## config.mk

```make
export PLATFORM = sky130hd
export DESIGN_NAME = btn_debounce_edge
export DESIGN_NICKNAME = d
export VERILOG_FILES = /design/src/rtl/btn_debounce_edge.sv
export SDC_FILE = /design/constraint.sdc
export NUM_CORES = 1
export LEC_CHECK = 0
export BUFFER_PORTS_ARGS = -buffer_cell sky130_fd_sc_hd__buf_2
export CELL_PAD_IN_SITES_DETAIL_PLACEMENT = 1
export CELL_PAD_IN_SITES_GLOBAL_PLACEMENT = 1
export CORE_MARGIN = 2
export CORE_UTILIZATION = 44
export DETAILED_ROUTE_END_ITERATION = 10
export GPL_TIMING_DRIVEN = 0
export HOLD_SLACK_MARGIN = 0.08
export PLACE_DENSITY = 0.79
export SLEW_MARGIN = 0
export SYNTH_ARGS = -nofsm -noshare
export SYNTH_HDL_FRONTEND = slang
export SYNTH_SLANG_ARGS = --single-unit
export TNS_END_PERCENT = 100
```

## constraint.sdc

```tcl
create_clock -name clk -period 1.7 [get_ports clk]
set_input_delay 0.51 -clock clk [delete_from_list [all_inputs] [get_ports clk]]
set_output_delay 0.51 -clock clk [all_outputs]
set_load 0.1 [all_outputs]
```

## src/rtl/btn_debounce_edge.sv

```systemverilog
// btn_debounce_edge: synchronises, polarity-normalises and debounces a push-button against tick_en strobes
module btn_debounce_edge #(
    parameter int               CNT_W          = 16,
    parameter logic [CNT_W-1:0] DEBOUNCE_TICKS = 16'd20,
    parameter logic             ACTIVE_LOW     = 1'b1
) (
    input  logic clk,
    input  logic rst,
    input  logic tick_en,
    input  logic btn,
    output logic btn_level,
    output logic press_pulse,
    output logic release_pulse,
    output logic busy
);
    typedef enum logic [1:0] {RELEASED, CONFIRM_PRESS, HELD, CONFIRM_RELEASE} state_t;
    // a zero tick count qualifies on the first strobe, same as one
    localparam logic [CNT_W-1:0] LAST = (DEBOUNCE_TICKS == '0) ? '0 : DEBOUNCE_TICKS - 1'b1;
    state_t           state, state_n;
    logic [CNT_W-1:0] cnt, cnt_n;
    logic [1:0]       sync;
    logic             btn_s;
    assign btn_s = sync[1];
    // a level mismatch is checked before tick_en so a bounce always wins over a coincident strobe
    always_comb begin
        state_n = state;
        cnt_n   = cnt;
        case (state)
            RELEASED: begin
                state_n = btn_s ? CONFIRM_PRESS : RELEASED;
                cnt_n   = '0;
            end
            CONFIRM_PRESS: begin
                state_n = !btn_s ? RELEASED : (tick_en && cnt == LAST) ? HELD : CONFIRM_PRESS;
                cnt_n   = (!btn_s || (tick_en && cnt == LAST)) ? '0 : tick_en ? cnt + 1'b1 : cnt;
            end
            HELD: begin
                state_n = !btn_s ? CONFIRM_RELEASE : HELD;
                cnt_n   = '0;
            end
            CONFIRM_RELEASE: begin
                state_n = btn_s ? HELD : (tick_en && cnt == LAST) ? RELEASED : CONFIRM_RELEASE;
                cnt_n   = (btn_s || (tick_en && cnt == LAST)) ? '0 : tick_en ? cnt + 1'b1 : cnt;
            end
            default: begin
                state_n = RELEASED;
                cnt_n   = '0;
            end
        endcase
    end
    always_ff @(posedge clk) begin
        if (rst) begin
            sync          <= '0;
            state         <= RELEASED;
            cnt           <= '0;
            btn_level     <= 1'b0;
            press_pulse   <= 1'b0;
            release_pulse <= 1'b0;
            busy          <= 1'b0;
        end else begin
            sync          <= {sync[0], btn ^ ACTIVE_LOW};
            state         <= state_n;
            cnt           <= cnt_n;
            btn_level     <= state_n == HELD || state_n == CONFIRM_RELEASE;
            press_pulse   <= state == CONFIRM_PRESS && state_n == HELD;
            release_pulse <= state == CONFIRM_RELEASE && state_n == RELEASED;
            busy          <= state_n == CONFIRM_PRESS || state_n == CONFIRM_RELEASE;
        end
    end
endmodule

```

==> results.py, run 1 <==
metrics = {
    "grt": {
        "grt_busiest_layer": "met2",
        "antenna_found_initial": 0,
        "gr-usage-met2": 0.271,
        "met1_usage": 0.261,
        "use_met3": 0.0286,
        "overflow": 0,
        "grt_max_degree": 14,
        "grt_pass1_wl_um": 3750,
        "grt_pass1_vias": 792,
        "grt_use_total": 0.185,
    },
    "power_and_ir_drop": {
        "p_leak_nw": 0.406,
        "p_per_area_nw_per_um2": 678,
        "finalPower_mw": 0.831,
        "vdd_drop_max_mv": 0.432,
    },
    "sta": {
        "skew_ps": 3.77,
        "slew_violations": 0,
        "holdWs_ps": 316,
        "hold_violations": 0,
        "fmax_mhz": 584,
        "setup_ws_ps": -13.7,
        "final.setup.tns_ps": -13.7,
        "setup_violations": 1,
        "post-route-min-period_ps": 1710,
        "slew_headroom": 0.678,
        "fin_crit_sh": 1.01,
        "tightest_slew_ps": 487,
    },
    "clock_tree": {
        "path_clk_slew_ps": 130,
        "cts-root-buf": "clkbuf_4",
        "clock_latency_ps": 330,
        "ctsHoldBuffers": 0,
        "cts_tree": "yes",
        "clockBufferDepth": 2,
        "cts_max_level": 1,
        "clock_sinks": 23,
        "cts_made_buffers": 3,
    },
    "setup_path": {
        "reg2reg_depth": 4,
        "crit_family": "simple AND/OR/NAND/NOR gates",
        "crit_chain": "nor4_1 -> nand4_1 -> or2_1 -> nor4_2",
        "max_stage_delay_ps": 420,
        "cp-start-kind": "flip-flop",
        "crit_path_top_delay_cell": "nor4_1",
        "crit_type": "flip-flop to flip-flop",
        "end_kind": "flip-flop",
        "r2r_end": "release_pulse",
        "crit_arrival_ps": 1950,
        "cp.required_ps": 1930,
        "critPathMaxFanout": 5,
        "r2r_slack_ps": -10,
        "critPathBufInv": 0,
        "r2r_start": "cnt[12]",
    },
    "detailed_routing": {
        "routed-via-count": 852,
        "wl_per_cell_um": 15.5,
        "wl_um": 2410,
        "drc": 0,
        "final_antenna_net_count": 0,
        "vias_per_cell": 5.50,
        "first_pass_iters": 4,
        "dr.first_iter.drc_count": 12,
    },
    "die": {
        "io_pins": 8,
        "die_h_um": 52.4,
        "num_rows": 17,
        "core_um2": 2210,
        "die_x_um": 52.4,
        "dieArea_um2": 2750,
        "start_util": 0.467,
    },
    "logic_synthesis": {
        "netlist_top_cells_area": "dfxtp_1, xnor2_1, nor2_1",
        "yosysTopAreaCell": "dfxtp_1",
        "syn_area_um2": 1030,
        "syn-num-nets": 116,
        "synth_warnings": 0,
        "synthDistinctLibCells": 26,
        "ys_ff_latch": 23,
        "synth_top_area_share": 0.446,
        "synth_area_per_cell_um2": 9.30,
        "synth-seq-area-share": 0.446,
        "synthCells": 111,
    },
    "layout": {
        "drive_gt1_frac": 0.252,
        "final_area_um2": 1230,
        "n_antenna_cell": 0,
        "fin_nets": 133,
        "synthToLayoutAreaGrowth_pct": 18.8,
        "final_common_cell": "dfxtp_1",
        "final_cell_mix": "dfxtp_1, nor2_1, xnor2_1, nand4_1, buf_4",
        "final_core_util": 0.554,
    },
    "place": {
        "port_buffers": 6,
        "dpl_cell_area_um2": 1100,
        "post-dp-hpwl_um": 1600,
        "place.gp.congestion": 0.765,
    },
    "hold_path": {
        "hold_start": "btn",
        "hold_depth": 2,
        "min_to": "sync[0]",
        "min_path_type": "input pin to flip-flop",
    },
    "run_status": {
        "status": "finished, violations left",
        "failed_checks": "negative setup slack",
    },
    "run": {
        "maxCapViolCount": 0,
    },
}
==> kinds of logic (layout without fill, tap and decap cells) <==
group,Yosys count,in the layout,synth area share
buf+inv,7,23,0.0339
fa+ha+maj,1,1,0.0121
simple gates,62,62,0.345
mux,2,2,0.0194
xor+xnor,16,16,0.143
flops,23,23,0.446
==> sequential cells by signal, indices dropped and copies added, names as in the netlist <==
| name | count |
|---|---|
| btn_level | 1 |
| busy | 1 |
| state | 1 |
| release_pulse | 1 |
| cnt | 16 |
| press_pulse | 1 |
| sync | 2 |
==> final cells by class <==
class | instances | area [um^2]
Inverter | 4 | 15.0
Clock buffer | 3 | 22.5
Timing Repair Buffer | 12 | 77.6
Buffer | 3 | 20.0
Multi-Input combinational cell | 81 | 582
Sequential cell | 23 | 469
Clock inverter | 1 | 5.00
Tap cell | 28 | 35.0
Fill cell | 270 | 986
==> metrics by stage <==
stage	setup slack [ps]	instances
finish	-13.7	155
global route	-73.9	155
CTS	16.5	149
detailed placement	-222	145
global placement	-187	145
floorplan	87.3	111
==> layer usage <==
layer  part of all wire  vias up
li1                   -      422
met1               0.49      418
met2               0.47        7
met3              0.023        5
met4              0.022        0
met5                  0        -
==> worst max-delay path by stage <==
stage | startpoint | end | slack (ps) | cells past startpoint
floorplan | tick_en | cnt[9] | 90 | 5
global placement | cnt[0] | cnt[5] | -190 | 6
detailed placement | cnt[0] | cnt[13] | -220 | 6
CTS | cnt[0] | release_pulse | 20 | 5
global route | cnt[12] | release_pulse | -70 | 4
finish | cnt[12] | release_pulse | -10 | 4
==> cells in the mapped netlist (all sizes together) <==
cell    number
and2         1
and3         3
buf          3
dfxtp       23
ha           1
inv          4
mux2i        2
nand2        4
nand2b       3
nand3        5
nand4       10
nor2        19
nor2b        1
nor3         4
nor4         8
nor4b        1
nor4bb       1
or2          1
or4b         1
xnor2       10
xor2         6
==> worst reg2reg max path, delay by kind of cell (launching register included) <==
kind | cells | cell delay, ps
flops | 1 | 390
simple gates | 4 | 1220
==> report_power, final <==
group / switching, mW / total, mW / internal [mW] / leakage, nW
registers: 0.00200 / 0.541 / 0.539 / 0.188
clock network: 0.177 / 0.265 / 0.0885 / 0.0177
logic: 0.0148 / 0.0245 / 0.00964 / 0.200
==> what timing repair did <==
action	4_1_cts	5_1_grt
pin swaps	1	6
buffers inserted	0	6
resized for setup	6	6
setup endpoints to repair	19	14
Power figures use the tool's default switching activity.
==> inputs of run 2 (changes only) <==
--- a/config.mk
+++ b/config.mk
@@ -14,6 +14,7 @@
 export GPL_TIMING_DRIVEN = 0
 export HOLD_SLACK_MARGIN = 0.08
 export PLACE_DENSITY = 0.79
+export RECOVER_POWER = 25
 export SLEW_MARGIN = 0
 export SYNTH_ARGS = -nofsm -noshare
 export SYNTH_HDL_FRONTEND = slang
==> results.py, run 2 (synthesis results as in run 1) <==
metrics = {
    "layout": {
        "final_cells": 155,
        "regMostFlops": "cnt",
        "final_cell_mix": "dfxtp_1, nor2_1, xnor2_1, nand4_1, buf_4",
        "drive_gt1_frac": 0.236,
        "largestRegisters": "cnt x16, sync x2",
        "largest_register_ffs": 16,
        "final_core_util": 0.552,
        "fin_nets": 133,
        "synthToLayoutAreaGrowth_pct": 18.3,
        "n_antenna_cell": 0,
        "final_common_cell": "dfxtp_1",
    },
    "run": {
        "maxCapViolCount": 0,
    },
    "grt": {
        "grt_max_degree": 14,
        "antenna_found_initial": 0,
        "overflow": 0,
        "grt_use_total": 0.185,
        "grt_pass1_wl_um": 3750,
        "grt_pass1_vias": 792,
    },
    "detailed_routing": {
        "dr.first_iter.drc_count": 12,
        "first_pass_iters": 4,
        "wl_per_cell_um": 15.5,
        "final_antenna_net_count": 0,
        "vias_per_cell": 5.50,
        "wl_um": 2400,
        "drc": 0,
        "routed-via-count": 853,
    },
    "sta": {
        "setup_violations": 1,
        "fmax_mhz": 583,
        "hold_violations": 0,
        "slew_headroom": 0.678,
        "setup_ws_ps": -14.5,
        "holdWs_ps": 316,
        "final.setup.tns_ps": -14.5,
        "fin_crit_sh": 1.01,
        "slew_violations": 0,
        "post-route-min-period_ps": 1710,
        "skew_ps": 3.55,
        "tightest_slew_ps": 487,
    },
    "setup_path": {
        "end_kind": "flip-flop",
        "crit_arrival_ps": 1950,
        "cp-start-kind": "flip-flop",
        "r2r_end": "release_pulse",
        "r2r_slack_ps": -10,
        "critPathMaxFanout": 5,
        "cp.required_ps": 1930,
        "crit_type": "flip-flop to flip-flop",
        "startpoint": "cnt[12]",
        "r2r_start": "cnt[12]",
        "cp-endpoint": "release_pulse",
        "reg2reg_depth": 4,
    },
    "power_and_ir_drop": {
        "vdd_drop_max_mv": 0.434,
        "p_leak_nw": 0.400,
        "p_per_area_nw_per_um2": 681,
    },
    "die": {
        "die_h_um": 52.4,
        "io_pins": 8,
        "start_util": 0.467,
        "core_um2": 2210,
        "dieArea_um2": 2750,
        "die_x_um": 52.4,
        "num_rows": 17,
    },
    "place": {
        "place_inst": 145,
        "dp_slack_ps": -222,
        "port_buffers": 6,
        "post-dp-hpwl_um": 1600,
        "place.gp.congestion": 0.765,
    },
    "clock_tree": {
        "cts_tree": "yes",
        "cts_made_buffers": 3,
        "path_clk_slew_ps": 130,
        "clockBufferDepth": 2,
        "cts-root-buf": "clkbuf_4",
        "clock_sinks": 23,
        "ctsHoldBuffers": 0,
        "cts_max_level": 1,
        "clock_latency_ps": 330,
    },
    "run_status": {
        "status": "finished, violations left",
        "failed_checks": "negative setup slack",
    },
    "hold_path": {
        "min_path_type": "input pin to flip-flop",
    },
}
==> run 2: changes by cell type in the layout (fill, tap and decap cells not counted) <==
cell	before	now
clkbuf_1	0	2
buf_4	8	7
buf_2	6	5
==> run 2: cell type report <==
class,instances,area [um^2]
fillers,272,991
well taps,28,35.0
plain buffers,3,20.0
clock inverters,1,5.00
clock buffers,3,22.5
inverters,4,15.0
repair buffers,12,72.6
flip-flops and latches,23,469
multi-input cells,81,582
==> run 2: worst min-delay path by stage <==
stage | startpoint | endpoint | cells past startpoint
finish | btn | sync[0] | 2
CTS | btn | sync[0] | 2
global placement | sync[0] | sync[1] | 1
global route | btn | sync[0] | 2
detailed placement | sync[0] | sync[1] | 1
floorplan | sync[0] | sync[1] | 1
==> run 2: layer usage <==
layer	part of all wire	GRT usage	up-vias
li1	-	-	422
met1	0.49	0.261	419
met2	0.46	0.271	7
met3	0.022	0.0286	5
met4	0.022	0.0897	0
met5	0	0	-
==> run 2: critical path, cell delays in order, from the launching register on <==
cell,delay [ps]
dfxtp_1,390
nor4_1,420
nand4_1,180
or2_1,290
nor4_2,320
==> run 2: stage by stage <==
step           area [um^2]  power (mW)
3_5_place_dp          1100       0.579
3_3_place_gp          1100       0.578
6_report              1220       0.831
5_1_grt               1220       0.865
4_1_cts               1150       0.836
2_1_floorplan         1030       0.572
==> run 2: report_power, final <==
part / leakage (nW) / switching, mW / internal (mW)
Sequential: 0.188 / 0.00200 / 0.539
Clock: 0.0177 / 0.178 / 0.0885
Combinational: 0.194 / 0.0148 / 0.00924
==> run 2: what timing repair did <==
| item | 4_1_cts | 5_1_grt |
|---|---|---|
| resized for setup | 6 | 6 |
| pin swaps | 1 | 6 |
| endpoints found under the setup margin | 19 | 14 |
| gates cloned | 0 | 0 |
| setup buffers | 0 | 6 |
==> inputs of run 3 (changes only) <==
--- a/config.mk
+++ b/config.mk
@@ -8,13 +8,15 @@
 export BUFFER_PORTS_ARGS = -buffer_cell sky130_fd_sc_hd__buf_2
 export CELL_PAD_IN_SITES_DETAIL_PLACEMENT = 1
 export CELL_PAD_IN_SITES_GLOBAL_PLACEMENT = 1
+export CORE_ASPECT_RATIO = 1.4
 export CORE_MARGIN = 2
 export CORE_UTILIZATION = 44
 export DETAILED_ROUTE_END_ITERATION = 10
 export GPL_TIMING_DRIVEN = 0
 export HOLD_SLACK_MARGIN = 0.08
 export PLACE_DENSITY = 0.79
-export RECOVER_POWER = 25
+export RECOVER_POWER = 100
+export SKIP_CTS_REPAIR_TIMING = 1
 export SLEW_MARGIN = 0
 export SYNTH_ARGS = -nofsm -noshare
 export SYNTH_HDL_FRONTEND = slang
==> results.py, run 3 (synthesis results as in run 1) <==
metrics = {
    "run_status": {
        "status": "finished, final reports clean",
    },
    "detailed_routing": {
        "first_pass_iters": 4,
        "final_antenna_net_count": 0,
        "dr.first_iter.drc_count": 16,
        "routed-via-count": 850,
        "wl_per_cell_um": 16.3,
        "wl_um": 2380,
        "drc": 0,
        "vias_per_cell": 5.82,
    },
    "die": {
        "num_rows": 20,
        "die_h_um": 61.3,
        "die_x_um": 44.9,
        "start_util": 0.469,
        "dieArea_um2": 2750,
        "core_um2": 2200,
        "io_pins": 8,
    },
    "clock_tree": {
        "clock_sinks": 23,
        "cts_tree": "yes",
        "path_clk_slew_ps": 120,
        "clockBufferDepth": 2,
        "cts_made_buffers": 3,
        "cts_max_level": 1,
        "cts-root-buf": "clkbuf_4",
        "clock_latency_ps": 320,
    },
    "hold_path": {
        "min_path_type": "input pin to flip-flop",
    },
    "grt": {
        "antenna_found_initial": 0,
        "grt_max_degree": 14,
        "grt_pass1_wl_um": 3870,
        "overflow": 0,
        "grt_pass1_vias": 853,
        "grt_use_total": 0.196,
    },
    "setup_path": {
        "critPathMaxFanout": 7,
        "cp-start-kind": "flip-flop",
        "r2r_start": "cnt[5]",
        "cp.required_ps": 1970,
        "crit_arrival_ps": 1870,
        "end_kind": "flip-flop",
        "cp-endpoint": "cnt[9]",
        "r2r_end": "cnt[9]",
        "crit_type": "flip-flop to flip-flop",
        "r2r_slack_ps": 100,
        "startpoint": "cnt[5]",
        "reg2reg_depth": 4,
    },
    "run": {
        "maxCapViolCount": 0,
    },
    "layout": {
        "largestRegisters": "cnt x16, sync x2",
        "largest_register_ffs": 16,
        "final_cells": 146,
        "regMostFlops": "cnt",
        "fillers": 266,
        "final_common_cell": "dfxtp_1",
        "synthToLayoutAreaGrowth_pct": 14.5,
        "final_cell_mix": "dfxtp_1, nor2_1, xnor2_1, nand4_1, xor2_1",
        "n_antenna_cell": 0,
        "final_area_um2": 1180,
        "drive_gt1_frac": 0.234,
        "fin_nets": 130,
    },
    "power_and_ir_drop": {
        "p_leak_nw": 0.383,
        "vdd_drop_max_mv": 0.395,
        "p_per_area_nw_per_um2": 696,
    },
    "sta": {
        "post-route-min-period_ps": 1600,
        "rsz0062_at_grt": "false",
        "final.setup.tns_ps": 0,
        "hold_violations": 0,
        "setup_violations": 0,
        "holdWs_ps": 325,
        "tightest_slew_ps": 488,
        "slew_violations": 0,
        "fmax_mhz": 625,
        "fin_crit_sh": 0.941,
        "skew_ps": 0.751,
        "slew_headroom": 0.677,
        "setup_ws_ps": 100,
    },
    "place": {
        "post-dp-hpwl_um": 1670,
        "dpl_cell_area_um2": 1090,
        "place.gp.congestion": 0.776,
        "dp_slack_ps": -282,
        "place_inst": 139,
        "port_buffers": 6,
    },
}
## run 3: cell count changes in the layout (fill, tap and decap cells not counted)
cell,change
buf_4,-2
nor4_2,+2
clkbuf_1,-1
ha_2,+1
ha_4,-1
nor4_1,-1
nor4_4,-1
## run 3: stage by stage
step	power (mW)	utilization
3_5_place_dp	0.579	0.495
6_report	0.823	0.537
4_1_cts	0.831	0.508
5_1_grt	0.859	0.537
2_1_floorplan	0.572	-
3_3_place_gp	0.578	0.495
## run 3: cell type report
cell class | count | area (um^2) | share of cell area
Multi-Input combinational cell | 81 | 569 | 0.481
Sequential cell | 23 | 469 | 0.397
Inverter | 4 | 15.0 | 0.0127
Buffer | 3 | 20.0 | 0.0169
Clock buffer | 3 | 22.5 | 0.0190
Timing Repair Buffer | 9 | 53.8 | 0.0455
Clock inverter | 1 | 5.00 | 0.00423
Tap cell | 22 | 27.5 | 0.0233
## run 3: power by group
part | switching, mW | internal [mW]
Sequential | 0.00187 | 0.539
Clock | 0.170 | 0.0883
Combinational | 0.0144 | 0.00934
## run 3: routing by layer
| metal | wire (um) | track usage |
|---|---|---|
| met1 | 922 | 0.210 |
| met2 | 1320 | 0.351 |
| met5 | 0 | 0 |
| met3 | 64 | 0.0381 |
| met4 | 72 | 0.109 |
## run 3: critical path, cell delays in order (launching register included)
cell	delay (ps)
dfxtp_1	480
nand4_2	250
or4b_4	590
xnor2_2	140
nor2_1	80
## run 3: worst min path at each step
stage | startpoint | end | slack (ps) | depth (start not counted)
after floorplan | sync[0] | sync[1] | 410 | 1
after global placement | sync[0] | sync[1] | 430 | 1
after detailed placement | sync[0] | sync[1] | 430 | 1
after CTS | btn | sync[0] | 330 | 2
after global routing | btn | sync[0] | 330 | 2
final | btn | sync[0] | 330 | 2
